## src/rtl/cpu_pkg.sv

```systemverilog
// ============================================================================
// Module  : cpu_pkg
// Purpose : Shared encodings for the multi-cycle multiply/divide execute unit.
// Revision: 1.0 - initial release
// ============================================================================
`default_nettype none

package cpu_pkg;

  localparam int WIDTH_DEF = 32;

  localparam logic [1:0] MD_MUL   = 2'd0;
  localparam logic [1:0] MD_MULHU = 2'd1;
  localparam logic [1:0] MD_DIVU  = 2'd2;
  localparam logic [1:0] MD_REMU  = 2'd3;

  typedef enum logic [1:0] {
    ST_IDLE = 2'd0,
    ST_BUSY = 2'd1,
    ST_DONE = 2'd2
  } md_state_e;

endpackage

`default_nettype wire

```

## src/rtl/muldiv_datapath.sv

```systemverilog
// ============================================================================
// Module  : muldiv_datapath
// Purpose : 2*WIDTH iteration register with shift-add multiply and restoring
//           divide step. No control state; the parent sequences load/step.
// Revision: 1.0 - initial release
// ============================================================================
`default_nettype none

module muldiv_datapath
  import cpu_pkg::*;
#(
  parameter int WIDTH = WIDTH_DEF
) (
  input  logic                 clk_i,
  input  logic                 rst_i,
  input  logic                 load_i,
  input  logic                 step_i,
  input  logic                 div_i,
  input  logic [WIDTH-1:0]     a_i,
  input  logic [WIDTH-1:0]     b_i,
  output logic [2*WIDTH-1:0]   acc_o,
  output logic [2*WIDTH-1:0]   acc_next_o
);

  logic [2*WIDTH-1:0] acc_q, acc_d;
  logic [WIDTH-1:0]   opb_q;
  logic               div_q;

  logic [WIDTH:0]     mul_sum;
  logic [WIDTH:0]     rem_sh;
  logic [WIDTH+1:0]   diff;
  logic [2*WIDTH-1:0] step_val;

  always_comb begin
    mul_sum = {1'b0, acc_q[2*WIDTH-1:WIDTH]} +
              (acc_q[0] ? {1'b0, opb_q} : {(WIDTH+1){1'b0}});
    // Remainder keeps the bit shifted out of the top so the trial compare is exact.
    rem_sh  = acc_q[2*WIDTH-1:WIDTH-1];
    diff    = {1'b0, rem_sh} - {2'b00, opb_q};
    if (div_q) begin
      if (!diff[WIDTH+1]) step_val = {diff[WIDTH-1:0], acc_q[WIDTH-2:0], 1'b1};
      else                step_val = {rem_sh[WIDTH-1:0], acc_q[WIDTH-2:0], 1'b0};
    end else begin
      step_val = {mul_sum, acc_q[WIDTH-1:1]};
    end

    acc_d = acc_q;
    if (load_i)      acc_d = {{WIDTH{1'b0}}, a_i};
    else if (step_i) acc_d = step_val;
  end

  always_ff @(posedge clk_i) begin
    if (rst_i) begin
      acc_q <= '0;
      opb_q <= '0;
      div_q <= 1'b0;
    end else begin
      acc_q <= acc_d;
      if (load_i) begin
        opb_q <= b_i;
        div_q <= div_i;
      end
    end
  end

  assign acc_o      = acc_q;
  assign acc_next_o = acc_d;

endmodule

`default_nettype wire

```

## src/rtl/ex_muldiv_unit.sv

```systemverilog
// ============================================================================
// Module  : ex_muldiv_unit
// Purpose : Multi-cycle unsigned MUL/MULHU/DIVU/REMU execute unit with
//           pipeline stall, flush abort and registered result/rd outputs.
// Revision: 1.0 - initial release
// ============================================================================
`default_nettype none

module ex_muldiv_unit
  import cpu_pkg::*;
#(
  parameter int WIDTH = WIDTH_DEF,
  parameter int CNT_W = 6
) (
  input  logic             clk_i,
  input  logic             rst_i,
  input  logic             start_i,
  input  logic [1:0]       op_i,
  input  logic [WIDTH-1:0] rs_data_i,
  input  logic [WIDTH-1:0] rt_data_i,
  input  logic [4:0]       rd_addr_i,
  input  logic             flush_i,
  output logic             stall_o,
  output logic             done_o,
  output logic [WIDTH-1:0] result_o,
  output logic [4:0]       rd_addr_o,
  output logic             busy_o
);

  md_state_e         state_q, state_d;
  logic [CNT_W-1:0]  cnt_q, cnt_d;
  logic              sel_hi_q, sel_hi_d;
  logic [4:0]        rd_q, rd_d;
  logic [WIDTH-1:0]  result_q, result_d;
  logic [4:0]        rd_out_q, rd_out_d;

  logic               load, step, last;
  logic [2*WIDTH-1:0] acc, acc_next;

  assign last = (cnt_q == CNT_W'(WIDTH-1));

  always_comb begin
    state_d  = state_q;
    cnt_d    = cnt_q;
    sel_hi_d = sel_hi_q;
    rd_d     = rd_q;
    result_d = result_q;
    rd_out_d = rd_out_q;
    load     = 1'b0;
    step     = 1'b0;
    stall_o  = 1'b0;

    case (state_q)
      ST_IDLE: begin
        stall_o = start_i && !flush_i && !rst_i;
        if (start_i && !flush_i) begin
          load     = 1'b1;
          sel_hi_d = op_i[0];
          rd_d     = rd_addr_i;
          cnt_d    = '0;
          state_d  = ST_BUSY;
        end
      end
      ST_BUSY: begin
        stall_o = !flush_i && !rst_i;
        if (flush_i) begin
          state_d = ST_IDLE;
        end else begin
          step  = 1'b1;
          cnt_d = cnt_q + CNT_W'(1);
          if (last) begin
            // MUL/DIVU take the low half, MULHU/REMU the high half.
            result_d = sel_hi_q ? acc_next[2*WIDTH-1:WIDTH] : acc_next[WIDTH-1:0];
            rd_out_d = rd_q;
            state_d  = ST_DONE;
          end
        end
      end
      ST_DONE: begin
        state_d = ST_IDLE;
      end
      default: begin
        state_d = ST_IDLE;
      end
    endcase
  end

  always_ff @(posedge clk_i) begin
    if (rst_i) begin
      state_q  <= ST_IDLE;
      cnt_q    <= '0;
      sel_hi_q <= 1'b0;
      rd_q     <= '0;
      result_q <= '0;
      rd_out_q <= '0;
    end else begin
      state_q  <= state_d;
      cnt_q    <= cnt_d;
      sel_hi_q <= sel_hi_d;
      rd_q     <= rd_d;
      result_q <= result_d;
      rd_out_q <= rd_out_d;
    end
  end

  muldiv_datapath #(.WIDTH(WIDTH)) u_datapath (
    .clk_i      (clk_i),
    .rst_i      (rst_i),
    .load_i     (load),
    .step_i     (step),
    .div_i      (op_i[1]),
    .a_i        (rs_data_i),
    .b_i        (rt_data_i),
    .acc_o      (acc),
    .acc_next_o (acc_next)
  );

  logic unused_acc;
  assign unused_acc = ^acc;

  assign done_o    = (state_q == ST_DONE);
  assign busy_o    = (state_q != ST_IDLE);
  assign result_o  = result_q;
  assign rd_addr_o = rd_out_q;

endmodule

`default_nettype wire

```

## config.mk

```make
export PLATFORM = sky130hd
export DESIGN_NAME = ex_muldiv_unit
export DESIGN_NICKNAME = d
export VERILOG_FILES = /design/src/rtl/cpu_pkg.sv /design/src/rtl/muldiv_datapath.sv /design/src/rtl/ex_muldiv_unit.sv
export SDC_FILE = /design/constraint.sdc
export NUM_CORES = 1
export LEC_CHECK = 0
export CAP_MARGIN = 10
export CELL_PAD_IN_SITES_DETAIL_PLACEMENT = 0
export CELL_PAD_IN_SITES_GLOBAL_PLACEMENT = 1
export CORE_ASPECT_RATIO = 2
export CORE_MARGIN = 1.5
export CORE_UTILIZATION = 25
export DETAILED_ROUTE_END_ITERATION = 7
export GPL_TIMING_DRIVEN = 1
export HOLD_SLACK_MARGIN = 0.08
export PLACE_DENSITY = 0.57
export SYNTH_ARGS = -nofsm -noshare
export SYNTH_HDL_FRONTEND = slang
export SYNTH_HIERARCHICAL = 1
export SYNTH_SLANG_ARGS = --single-unit
```

## constraint.sdc

```tcl
create_clock -name clk_i -period 3.1 [get_ports clk_i]
set_input_delay 0.31 -clock clk_i [delete_from_list [all_inputs] [get_ports clk_i]]
set_output_delay 0.31 -clock clk_i [all_outputs]
set_load 0.01 [all_outputs]
```

==> reports/results.tsv, run 1 <==
stage	metric	value	unit
power_and_ir_drop	Static Leakage	7.49	nW
logic_synthesis	Ys Warns	6	
power_and_ir_drop	Reg power frac	31.4	%
power_and_ir_drop	sw power	0.00214	W
layout	P&R area growth vs syn	63.4	%
routing	post-DR wirelength/cell	21.3	um
grt	first-pass GRT wire length	80.1	mm
routing	first drt pass iteration count	5	
floorplan	die area	47000	um2
outcome	run status	finished, violations left	
cts	# H-tree levels	4	
floorplan	core area	45000	um2
logic_synthesis	Post-synth EDFFs	0	
cts	clk slew on worst S/H paths	70	ps
power_and_ir_drop	switching share of power	32.9	%
cts	Clock Sinks	148	
grt	largest net degree at the start of global routing	48	
outcome	failing checks	negative setup slack	
layout	commonest non-fill, non-tap cell in the layout	buf_4	
cts	CTS tree	built	
grt	total gr overflow	0	
timing	Hold Fails Final Rpt	0	
routing	ANT nets after route	0	
layout	nets	2065	
floorplan	die height	305	um
routing	residual DRC count	0	
critical_path	critical path's largest stage delay	370	ps
timing	Setup Viol. Count Final	23	
flow_run	maximum capacitance violations	0	
floorplan	die width	154	um
min_path	Tightest Hold Check Type	in2reg	
power_and_ir_drop	Logic pwr share	33.1	%
critical_path	maximum fanout along the worst path	7	
critical_path	Worst Path Arrival	3710	ps
logic_synthesis	syn avg cell area	7.84	um2
floorplan	Starting Density	25.3	%
logic_synthesis	Mapped Nets	1597	
logic_synthesis	Post-Syn Instances	1455	
critical_path	R2R depth	17	
layout	Ant. Diodes	0	
power_and_ir_drop	Power Internal	0.00436	W
placed_design	placed cells	2393	
timing	RSZ-0062 raised after global routing	true	
timing	Rel. slew slack	50.1	%
routing	Vias/cell	5.16	
critical_path	Setup crit end kind	register	
critical_path	WP buf/inv	6	
floorplan	num rows	110	
power_and_ir_drop	Tot Pwr	0.00650	W
placed_design	IO Port Bufs	114	
timing	period utilization	108	%
logic_synthesis	Post-synth top flop	dfxtp_1	
cts	clock buffer depth	2	
logic_synthesis	Post-synth ARST share	0	%
grt	initial antenna violation count	0	
timing	Final Worst Setup Slack	-240	ps
critical_path	slowest CP cell	dfxtp_4	
power_and_ir_drop	Worst VDD drop	0.000305	V
placed_design	pre-CTS setup slack	-1050	ps
placed_design	Final HPWL DP	41.3	mm
timing	Slew @ Worst Pin	749	ps
logic_synthesis	library cells used by synthesis	87	
layout	commonest non-fill, non-tap cells in the layout	buf_4, nand2_1, dfxtp_1	
placed_design	Placer Congestion	0.933	
grt	Total Routing Usage GR	22.6	%
power_and_ir_drop	P per Cell Area	349	nW/um2
critical_path	cell repeated most along the worst path	buf_6	
cts	clk_lat worst skew	470	ps
critical_path	Startpoint Class	register	
cts	Hold Buf Count CTS	0	
timing	Max Fclk	299	MHz
critical_path	CP Class	reg2reg	
power_and_ir_drop	clock share of power	35.6	%
routing	vias	12900	
critical_path	Worst EP required	3470	ps
critical_path	Stages on worst setup path	17	
logic_synthesis	Yosys reg bits	148	
grt	vias in the first global route	13600	
routing	drt total wl	53.1	mm
critical_path	critical path cell sequence	buf_12 -> buf_12 -> and2_4 -> ha_4 -> buf_6 -> nand4_1 -> nor2_4 -> buf_6 -> buf_6 -> nor4b_4 -> nor3_4 -> buf_4 -> xor2_1 -> a32o_2 -> nor2_2 -> mux2i_1 -> o31ai_1	
logic_synthesis	post-synthesis sequential area ratio	26.0	%
timing	Slew Limit Fails	0	
routing	DR iter-0 viols	576	
layout	layout cells sized above 1	39.0	%
timing	Layout Skew	11.5	ps
timing	post-route setup TNS	-3600	ps
layout	Finished Layout Cells	2496	
critical_path	crit-path leading delay family	simple AND/OR/NAND/NOR gates	
min_path	Cells on Worst Hold Path	2	
cts	root buffer cell	clkbuf_16	
cts	CTS buffer count	17	
timing	Tmin final	3340	ps
floorplan	IO Pins	115	
logic_synthesis	Syn Std Cell Area	11400	um2
## state kept, by name, summed over array words and instances, names as in the netlist
name              cells
u_datapath/div_q      1
u_datapath/acc_o     64
sel_hi_q              1
state_q               2
result_o             32
rd_q                  5
rd_addr_o             5
u_datapath/opb_q     32
cnt_q                 6
## power groups by stage
stage / clock network (W) / logic (W) / registers (W)
after global routing: 0.00243 / 0.00231 / 0.00204
after global placement: 0 / 0.00181 / 0.00208
after CTS: 0.00237 / 0.00202 / 0.00204
final: 0.00231 / 0.00215 / 0.00204
after floorplan: 0 / 0.000954 / 0.00204
after detailed placement: 0 / 0.00182 / 0.00208
## kinds of logic after synthesis
| logic type | Yosys count | share of synthesized area (%) |
|---|---|---|
| xor+xnor | 48 | 3.69 |
| mux | 119 | 10.5 |
| fa+ha+maj | 67 | 7.48 |
| simple gates | 481 | 20.6 |
| flops | 148 | 26.0 |
| compound gates | 436 | 25.8 |
| buf+inv | 156 | 5.91 |
## path summary, 6_finish.rpt
kind / slack (ps) / start / end
worst max register to register: -240 / u_datapath/acc_o[0] / result_o[27]
worst min-delay path: 290 / rst_i / u_datapath/div_q
worst max-delay path: -240 / u_datapath/acc_o[0] / result_o[27]
worst min register to register: 460 / rd_q[0] / rd_q[0]
## cell usage after synthesis, types with 4 or more instances
| cell | n | area share (%) |
|---|---|---|
| nand2_1 | 149 | 4.9 |
| dfxtp_1 | 148 | 26 |
| nor2_1 | 122 | 4.0 |
| o21ai_0 | 117 | 5.1 |
| mux2i_1 | 113 | 9.9 |
| a21oi_1 | 85 | 3.7 |
| clkbuf_1 | 79 | 2.6 |
| ha_1 | 65 | 7.1 |
| inv_1 | 54 | 1.8 |
| nor2b_1 | 41 | 2.2 |
| and2_1 | 39 | 2.1 |
| o31ai_1 | 37 | 2.4 |
| o311ai_0 | 35 | 2.7 |
| nor3_1 | 31 | 1.4 |
| xor2_1 | 27 | 2.1 |
| a21o_1 | 23 | 1.5 |
| a211oi_1 | 22 | 1.4 |
| xnor2_1 | 21 | 1.6 |
| nand3_1 | 17 | 0.75 |
| nand4_1 | 15 | 0.82 |
| a31oi_1 | 13 | 0.71 |
| o21bai_1 | 13 | 0.86 |
| nand2b_1 | 10 | 0.55 |
| o21a_1 | 10 | 0.66 |
| nor4_1 | 9 | 0.49 |
| o211ai_1 | 9 | 0.59 |
| or3_1 | 9 | 0.49 |
| o211a_1 | 8 | 0.70 |
| or2_2 | 8 | 0.44 |
| and3_1 | 7 | 0.38 |
| buf_2 | 7 | 0.31 |
| o22ai_1 | 7 | 0.38 |
| a311oi_1 | 6 | 0.46 |
| buf_6 | 6 | 0.59 |
| mux2_2 | 6 | 0.59 |
| a211o_1 | 5 | 0.38 |
| a221oi_1 | 4 | 0.31 |
| a31o_2 | 4 | 0.31 |
## layout make-up
| class | instances | area (um2) |
|---|---|---|
| clock buffer | 19 | 433 |
| inverter | 57 | 216 |
| fill | 4535 | 26400 |
| clock inverter | 13 | 195 |
| timing repair buffer | 547 | 4660 |
| tap | 560 | 701 |
| sequential | 148 | 3010 |
| multi-input combinational | 1152 | 9410 |
## worst reg2reg max path, stage by stage, from the launching register on
cell,delay [ps]
dfxtp_4,370
buf_12,160
buf_12,150
and2_4,140
ha_4,290
buf_6,100
nand4_1,210
nor2_4,210
buf_6,110
buf_6,90
nor4b_4,340
nor3_4,80
buf_4,150
xor2_1,150
a32o_2,260
nor2_2,100
mux2i_1,110
o31ai_1,230
## metrics by stage
step / hold slack [ps] / cell area, um2 / utilization (%)
floorplan: 437 / 11400 / -
finish: 286 / 18600 / 41.4
global route: 302 / 18600 / 41.4
CTS: 263 / 17900 / 39.8
global placement: 442 / 15600 / 34.7
detailed placement: 449 / 15600 / 34.7
## metal layers
layer	vias up	global-route usage [%]	wire length (um)
li1	6234	-	-
met1	6242	22.0	19000
met2	276	44.3	29200
met3	136	2.45	1310
met4	0	14.5	3670
met5	-	0	0
## what timing repair did
| action | 4_1_cts | 5_1_grt |
|---|---|---|
| buffers inserted | 58 | 25 |
| cloned | 4 | 0 |
| pin swaps | 125 | 105 |
| setup endpoints to repair | 55 | 45 |
| gates resized for setup | 235 | 151 |
No activity file was read; power rests on OpenSTA's default activity.
==> inputs of run 2 (changes only) <==
SETUP_SLACK_MARGIN = 0.5   (was default)
==> reports/results.tsv, run 2 (synthesis results as in run 1) <==
stage	metric	value	unit	change
grt	total gr overflow	0		unchanged
floorplan	die width	154	um	unchanged
layout	Finished Layout Cells	2498		+0.080%
routing	DR iter-0 viols	497		-14%
timing	Slew Limit Fails	0		unchanged
timing	period utilization	107	%	-0.40 points
layout	Ant. Diodes	0		unchanged
timing	post-route setup TNS	-2750	ps	+853 ps
power_and_ir_drop	Worst VDD drop	0.000309	V	+1.2%
cts	root buffer cell	clkbuf_16		
layout	fill count	4505		-0.66%
layout	commonest non-fill, non-tap cells in the layout	buf_4, nand2_1, dfxtp_1		
critical_path	Startpoint Class	register		
cts	clk_lat worst skew	470	ps	about the same
grt	vias in the first global route	13500		-0.81%
critical_path	Setup crit end kind	register		
layout	utilization after layout	42.5	%	+1.1 points
timing	Max Fclk	301	MHz	+0.38%
critical_path	Worst EP required	3480	ps	about the same
floorplan	core area	45000	um2	unchanged
placed_design	IO Port Bufs	114		unchanged
routing	residual DRC count	0		unchanged
min_path	Tightest Hold Check Type	in2reg		
cts	Hold Buf Count CTS	0		unchanged
cts	CTS tree	built		
timing	Hold Fails Final Rpt	0		unchanged
critical_path	Worst R2R Setup Slack	-230	ps	about the same
outcome	run status	finished, violations left		
floorplan	Starting Density	25.3	%	unchanged
cts	clk slew on worst S/H paths	70	ps	about the same
floorplan	num rows	110		unchanged
floorplan	die area	47000	um2	unchanged
timing	Slew @ Worst Pin	774	ps	+24.7 ps
grt	Total Routing Usage GR	21.7	%	-0.91 points
grt	largest net degree at the start of global routing	63		+31%
timing	Tmin final	3330	ps	-12.5 ps
timing	Layout Skew	10.6	ps	-0.878 ps
routing	post-DR wirelength/cell	20.5	um	-3.9%
cts	Clock Sinks	148		unchanged
grt	initial antenna violation count	0		unchanged
layout	commonest non-fill, non-tap cell in the layout	buf_4		
placed_design	Placer Congestion	0.936		+0.26%
placed_design	Final HPWL DP	38.9	mm	-5.7%
layout	nets	2067		+0.097%
timing	RSZ-0062 raised after global routing	true		
timing	Final Worst Setup Slack	-227	ps	+12.5 ps
critical_path	Worst Path Arrival	3710	ps	about the same
flow_run	maximum capacitance violations	0		unchanged
routing	drt total wl	51.1	mm	-3.8%
routing	vias	12800		-0.64%
layout	final instance area	19100	um2	+2.7%
timing	Rel. slew slack	48.2	%	-1.8 points
critical_path	CP Class	reg2reg		
floorplan	IO Pins	115		unchanged
routing	ANT nets after route	0		unchanged
floorplan	die height	305	um	unchanged
routing	Vias/cell	5.13		-0.72%
routing	first drt pass iteration count	7		+2
layout	P&R area growth vs syn	67.7	%	
placed_design	dpl cell area	15700	um2	+0.51%
power_and_ir_drop	Static Leakage	7.61	nW	+1.5%
grt	first-pass GRT wire length	77.5	mm	-3.3%
layout	max reg flops	64		unchanged
cts	CTS buffer count	17		unchanged
layout	register area	3010	um2	-0.12%
power_and_ir_drop	P per Cell Area	353	nW/um2	+1.2%
critical_path	maximum fanout along the worst path	5		-2
placed_design	placed cells	2361		-1.3%
timing	Setup Viol. Count Final	27		+17%
cts	# H-tree levels	4		unchanged
layout	area occupied by multi-input gates	9720	um2	+3.3%
cts	clock buffer depth	2		unchanged
outcome	failing checks	negative setup slack		
layout	layout cells sized above 1	41.1	%	+2.0 points
[run 2: changes by cell type in the layout (fill, tap and decap cells not counted), moves of 7 or more]
cell	previous run	this run
ha_4	33	42
buf_4	388	361
nor3_1	21	12
buf_12	7	14
and2_1	24	17
and2_4	15	22
a21oi_2	22	12
buf_6	37	56
[run 2: path summary, 6_finish.rpt]
check | endpoint | cells past startpoint | start
worst max-delay path | result_o[17] | 16 | u_datapath/acc_o[0]
worst max register to register | result_o[17] | 16 | u_datapath/acc_o[0]
worst min-delay path | u_datapath/opb_q[14] | 2 | rst_i
worst min register to register | rd_addr_o[1] | 2 | rd_addr_o[1]
[run 2: repair_timing]
| item | 4_1_cts | 5_1_grt |
|---|---|---|
| buffers inserted | 69 | 35 |
| gates resized for setup | 274 | 137 |
| cloned | 1 | 0 |
| setup endpoints to repair | 65 | 65 |
| pin swaps | 124 | 104 |
[run 2: where the power goes]
group / switching (W) / internal [W] / leakage, nW / total [W]
registers: 0.0000670 / 0.00197 / 1.22 / 0.00203
logic: 0.00119 / 0.00125 / 6.09 / 0.00245
clock network: 0.00101 / 0.00126 / 0.295 / 0.00227
total: 0.00227 / 0.00448 / 7.61 / 0.00675
[run 2: area by class of cell]
type	count	share of cell area, %
Timing Repair Buffer	550	25.4
Multi-Input combinational cell	1151	50.9
Tap cell	560	3.66
Sequential cell	148	15.7
Clock buffer	19	2.38
Inverter	57	1.15
Clock inverter	13	0.831
[run 2: worst max-delay path: stages, from the launching register on]
cell      delay (ps)
dfxtp_4          410
buf_6            120
buf_4            100
nand2_2           80
fa_2             410
nor2b_4          130
o2111a_2         320
nor4_4            80
buf_4            170
or3b_4           410
nand2_2           90
xnor2_2           70
o2111a_1         270
nor3_2           150
buf_4            160
mux2i_1           70
o31ai_1          230
[run 2: layer usage]
layer  part of all wire (%)  up-vias  wire, um  GRT usage [%]
met2                     54      260     27800           42.0
met4                    5.8        0      2940           12.5
met3                    2.5      104      1270           2.45
met5                      0        -         0              0
met1                     37     6204     19100           22.1
li1                       -     6238         -              -
[run 2: stage by stage]
step / worst slack (ps) / power (W) / hold WS (ps)
finish: -227 / 0.00675 / 248
global route: -351 / 0.00706 / 250
CTS: -237 / 0.00662 / 234
detailed placement: -572 / 0.00386 / 451
global placement: -563 / 0.00385 / 442
floorplan: 105 / 0.00304 / 437
==> inputs of run 3 (changes only) <==
SLEW_MARGIN = 20   (was default)
SYNTH_HIERARCHICAL = default   (was 1)
==> reports/results.tsv, run 3 <==
stage	metric	value	unit	change
critical_path	critical path's largest stage delay	370	ps	-40 ps
outcome	run status	finished, violations left		
logic_synthesis	area share of the leading cell type in the synthesized netlist	28.6	%	+2.6 points
critical_path	Worst Path Arrival	3530	ps	-180 ps
routing	metal2 WL	24.5	mm	-12%
grt	initial antenna violation count	0		unchanged
power_and_ir_drop	clock share of power	35.3	%	+1.6 points
power_and_ir_drop	Logic pwr share	30.8	%	-5.4 points
layout	Ant. Diodes	0		unchanged
timing	Final Hold Slack	241	ps	-6.32 ps
routing	residual DRC count	0		unchanged
layout	commonest non-fill, non-tap cell in the layout	buf_4		
floorplan	die area	42700	um2	-9.1%
cts	CTS tree	built		
logic_synthesis	syn avg cell area	7.68	um2	-2.0%
timing	Layout Skew	7.51	ps	-3.11 ps
timing	RSZ-0062 raised after global routing	true		
timing	Hold Fails Final Rpt	0		unchanged
logic_synthesis	library cells used by synthesis	79		-9.2%
routing	met3 wire len	1.60	mm	+26%
logic_synthesis	Post-synth top flop	dfxtp_1		
cts	Hold Buf Count CTS	0		unchanged
layout	commonest non-fill, non-tap cells in the layout	buf_4, nand2_1, dfxtp_1		
grt	first-pass GRT wire length	68.5	mm	-12%
cts	clk slew on worst S/H paths	70	ps	about the same
logic_synthesis	Synth area leaders	dfxtp_1, ha_1, a21oi_1		
floorplan	die height	291	um	-4.7%
layout	area occupied by multi-input gates	8680	um2	-11%
routing	M1 WL	16.7	mm	-12%
grt	vias in the first global route	11800		-13%
floorplan	num rows	105		-4.5%
logic_synthesis	Post-Syn Instances	1348		-7.4%
placed_design	Placer Congestion	0.894		-4.4%
grt	total gr overflow	0		unchanged
logic_synthesis	Synth top cells by count	nand2_1, a21oi_1, dfxtp_1, nor2_1, o21ai_0		
timing	Tmin final	3180	ps	-149 ps
power_and_ir_drop	Static Leakage	6.67	nW	-12%
critical_path	critical path cell sequence	buf_12 -> buf_16 -> and2_4 -> ha_4 -> nand4_1 -> a211oi_2 -> o21ai_4 -> a31oi_4 -> o22ai_2 -> o21ai_2 -> buf_6 -> a221oi_4 -> xnor2_2 -> or3_1 -> a22o_1		
power_and_ir_drop	sw power	0.00187	W	-18%
logic_synthesis	Syn Std Cell Area	10400	um2	-9.2%
logic_synthesis	Post-synth ARST share	0	%	unchanged
layout	nets	1838		-11%
floorplan	core area	41000	um2	-8.9%
routing	first drt pass iteration count	5		-2
cts	clk_lat worst skew	460	ps	about the same
logic_synthesis	Yosys reg bits	148		unchanged
placed_design	IO Port Bufs	114		unchanged
cts	Clock Sinks	148		unchanged
routing	post-DR wirelength/cell	20.0	um	-2.1%
floorplan	die width	147	um	-4.6%
cts	CTS buffer count	17		unchanged
critical_path	Setup crit end kind	register		
timing	Final Worst Setup Slack	-78.6	ps	+149 ps
timing	Setup Viol. Count Final	4		-85%
floorplan	Starting Density	25.3	%	-0.082 points
routing	DR iter-0 viols	612		+23%
timing	Slew @ Worst Pin	663	ps	-111 ps
logic_synthesis	Mapped Nets	1490		-6.7%
grt	largest net degree at the start of global routing	63		unchanged
timing	period utilization	103	%	-4.8 points
timing	Max Fclk	315	MHz	+4.7%
layout	register area	3010	um2	+0.12%
power_and_ir_drop	switching share of power	31.8	%	-1.9 points
routing	drt total wl	44.9	mm	-12%
routing	Vias/cell	5.08		-0.97%
layout	fill count	4215		-6.4%
min_path	Tightest Hold Check Type	in2reg		
cts	clock buffer depth	2		unchanged
routing	vias	11400		-11%
power_and_ir_drop	P per Cell Area	349	nW/um2	-1.2%
critical_path	CP Class	reg2reg		
power_and_ir_drop	Power Internal	0.00401	W	-10%
critical_path	Startpoint Class	register		
power_and_ir_drop	Worst VDD drop	0.000317	V	+2.6%
logic_synthesis	Ys Warns	0		-6
flow_run	maximum capacitance violations	0		unchanged
placed_design	Final HPWL DP	34.5	mm	-11%
floorplan	IO Pins	115		unchanged
layout	Finished Layout Cells	2244		-10%
grt	Total Routing Usage GR	21.1	%	-0.62 points
logic_synthesis	post-synthesis sequential area ratio	28.6	%	+2.6 points
logic_synthesis	leading area contributor after synthesis	dfxtp_1		
cts	root buffer cell	clkbuf_16		
routing	ANT nets after route	0		unchanged
cts	# H-tree levels	4		unchanged
outcome	failing checks	negative setup slack		
timing	Rel. slew slack	55.7	%	+7.4 points
layout	layout cells sized above 1	38.9	%	-2.2 points
critical_path	slowest CP cell	dfxtp_4		
logic_synthesis	most common cell in the netlist	nand2_1		
critical_path	Worst EP required	3450	ps	-30 ps
layout	P&R area growth vs syn	62.7	%	
timing	Slew Limit Fails	0		unchanged
power_and_ir_drop	Reg power frac	33.9	%	+3.8 points
routing	max layer used	met4		
placed_design	placed cells	2156		-8.7%
logic_synthesis	Post-synth EDFFs	0		unchanged
layout	max reg flops	64		unchanged
critical_path	maximum fanout along the worst path	6		+1
## run 3: cells by family after synthesis
kind of cell | Yosys count | synth area share [%]
simple gates | 470 | 20.8
fa+ha+maj | 67 | 8.24
compound gates | 430 | 27.9
flops | 148 | 28.6
xor+xnor | 53 | 4.48
mux | 46 | 4.86
buf+inv | 134 | 5.13
## run 3: final timing paths
path,start,to,slack [ps],depth (start not counted)
worst min register to register,rd_addr_o[4],rd_addr_o[4],460,2
worst max-delay path,u_datapath.acc_o[0],result_o[29],-80,15
worst min-delay path,rst_i,u_datapath.acc_o[0],240,2
worst max register to register,u_datapath.acc_o[0],result_o[29],-80,15
## run 3: critical path, delay by kind of cell, from the launching register on
family	cells	cell delay, ps
AO/OA/AOI/OAI	7	1210
adder cells (fa/ha/maj)	1	270
XOR/XNOR	1	170
buffers and inverters	3	390
flip-flops	1	370
AND/OR/NAND/NOR	3	640
## run 3: repair_timing
action / 4_1_cts / 5_1_grt
gates resized for setup: 290 / 93
buffers inserted: 39 / 15
gates cloned: 2 / 0
hold endpoints to repair: 0 / 0
setup endpoints to repair: 65 / 65
pin swaps: 111 / 73
## run 3: cell type report
cell class                      count  share of cell area [%]
Clock buffer                       19                    2.63
Clock inverter                     13                   0.750
Inverter                           52                    1.19
Multi-Input combinational cell   1066                    51.5
Sequential cell                   148                    17.9
Tap cell                          535                    3.97
Timing Repair Buffer              411                    22.0
## run 3: power by group through the flow
stage	Combinational (W)	Sequential, W	Clock [W]
finish	0.00181	0.00199	0.00208
global route	0.00193	0.00200	0.00221
CTS	0.00170	0.00199	0.00214
detailed placement	0.00133	0.00203	0
global placement	0.00133	0.00203	0
floorplan	0.000724	0.00202	0
## run 3: metal layers
metal | global-route usage, % | vias up
met5 | 0 | -
met4 | 10.7 | 0
met3 | 2.45 | 87
met2 | 40.5 | 270
met1 | 22.1 | 5444
li1 | - | 5591
## run 3: through the flow
step	utilization [%]	area [um2]	total power (W)	TNS, ps	setup slack (ps)
2_1_floorplan	-	10600	0.00274	0	241
3_3_place_gp	33.9	13900	0.00336	-6300	-404
3_5_place_dp	33.9	13900	0.00336	-6800	-366
4_1_cts	39.7	16300	0.00583	-245	-70.3
5_1_grt	41.1	16800	0.00614	-1670	-175
6_report	41.1	16800	0.00588	-126	-78.6
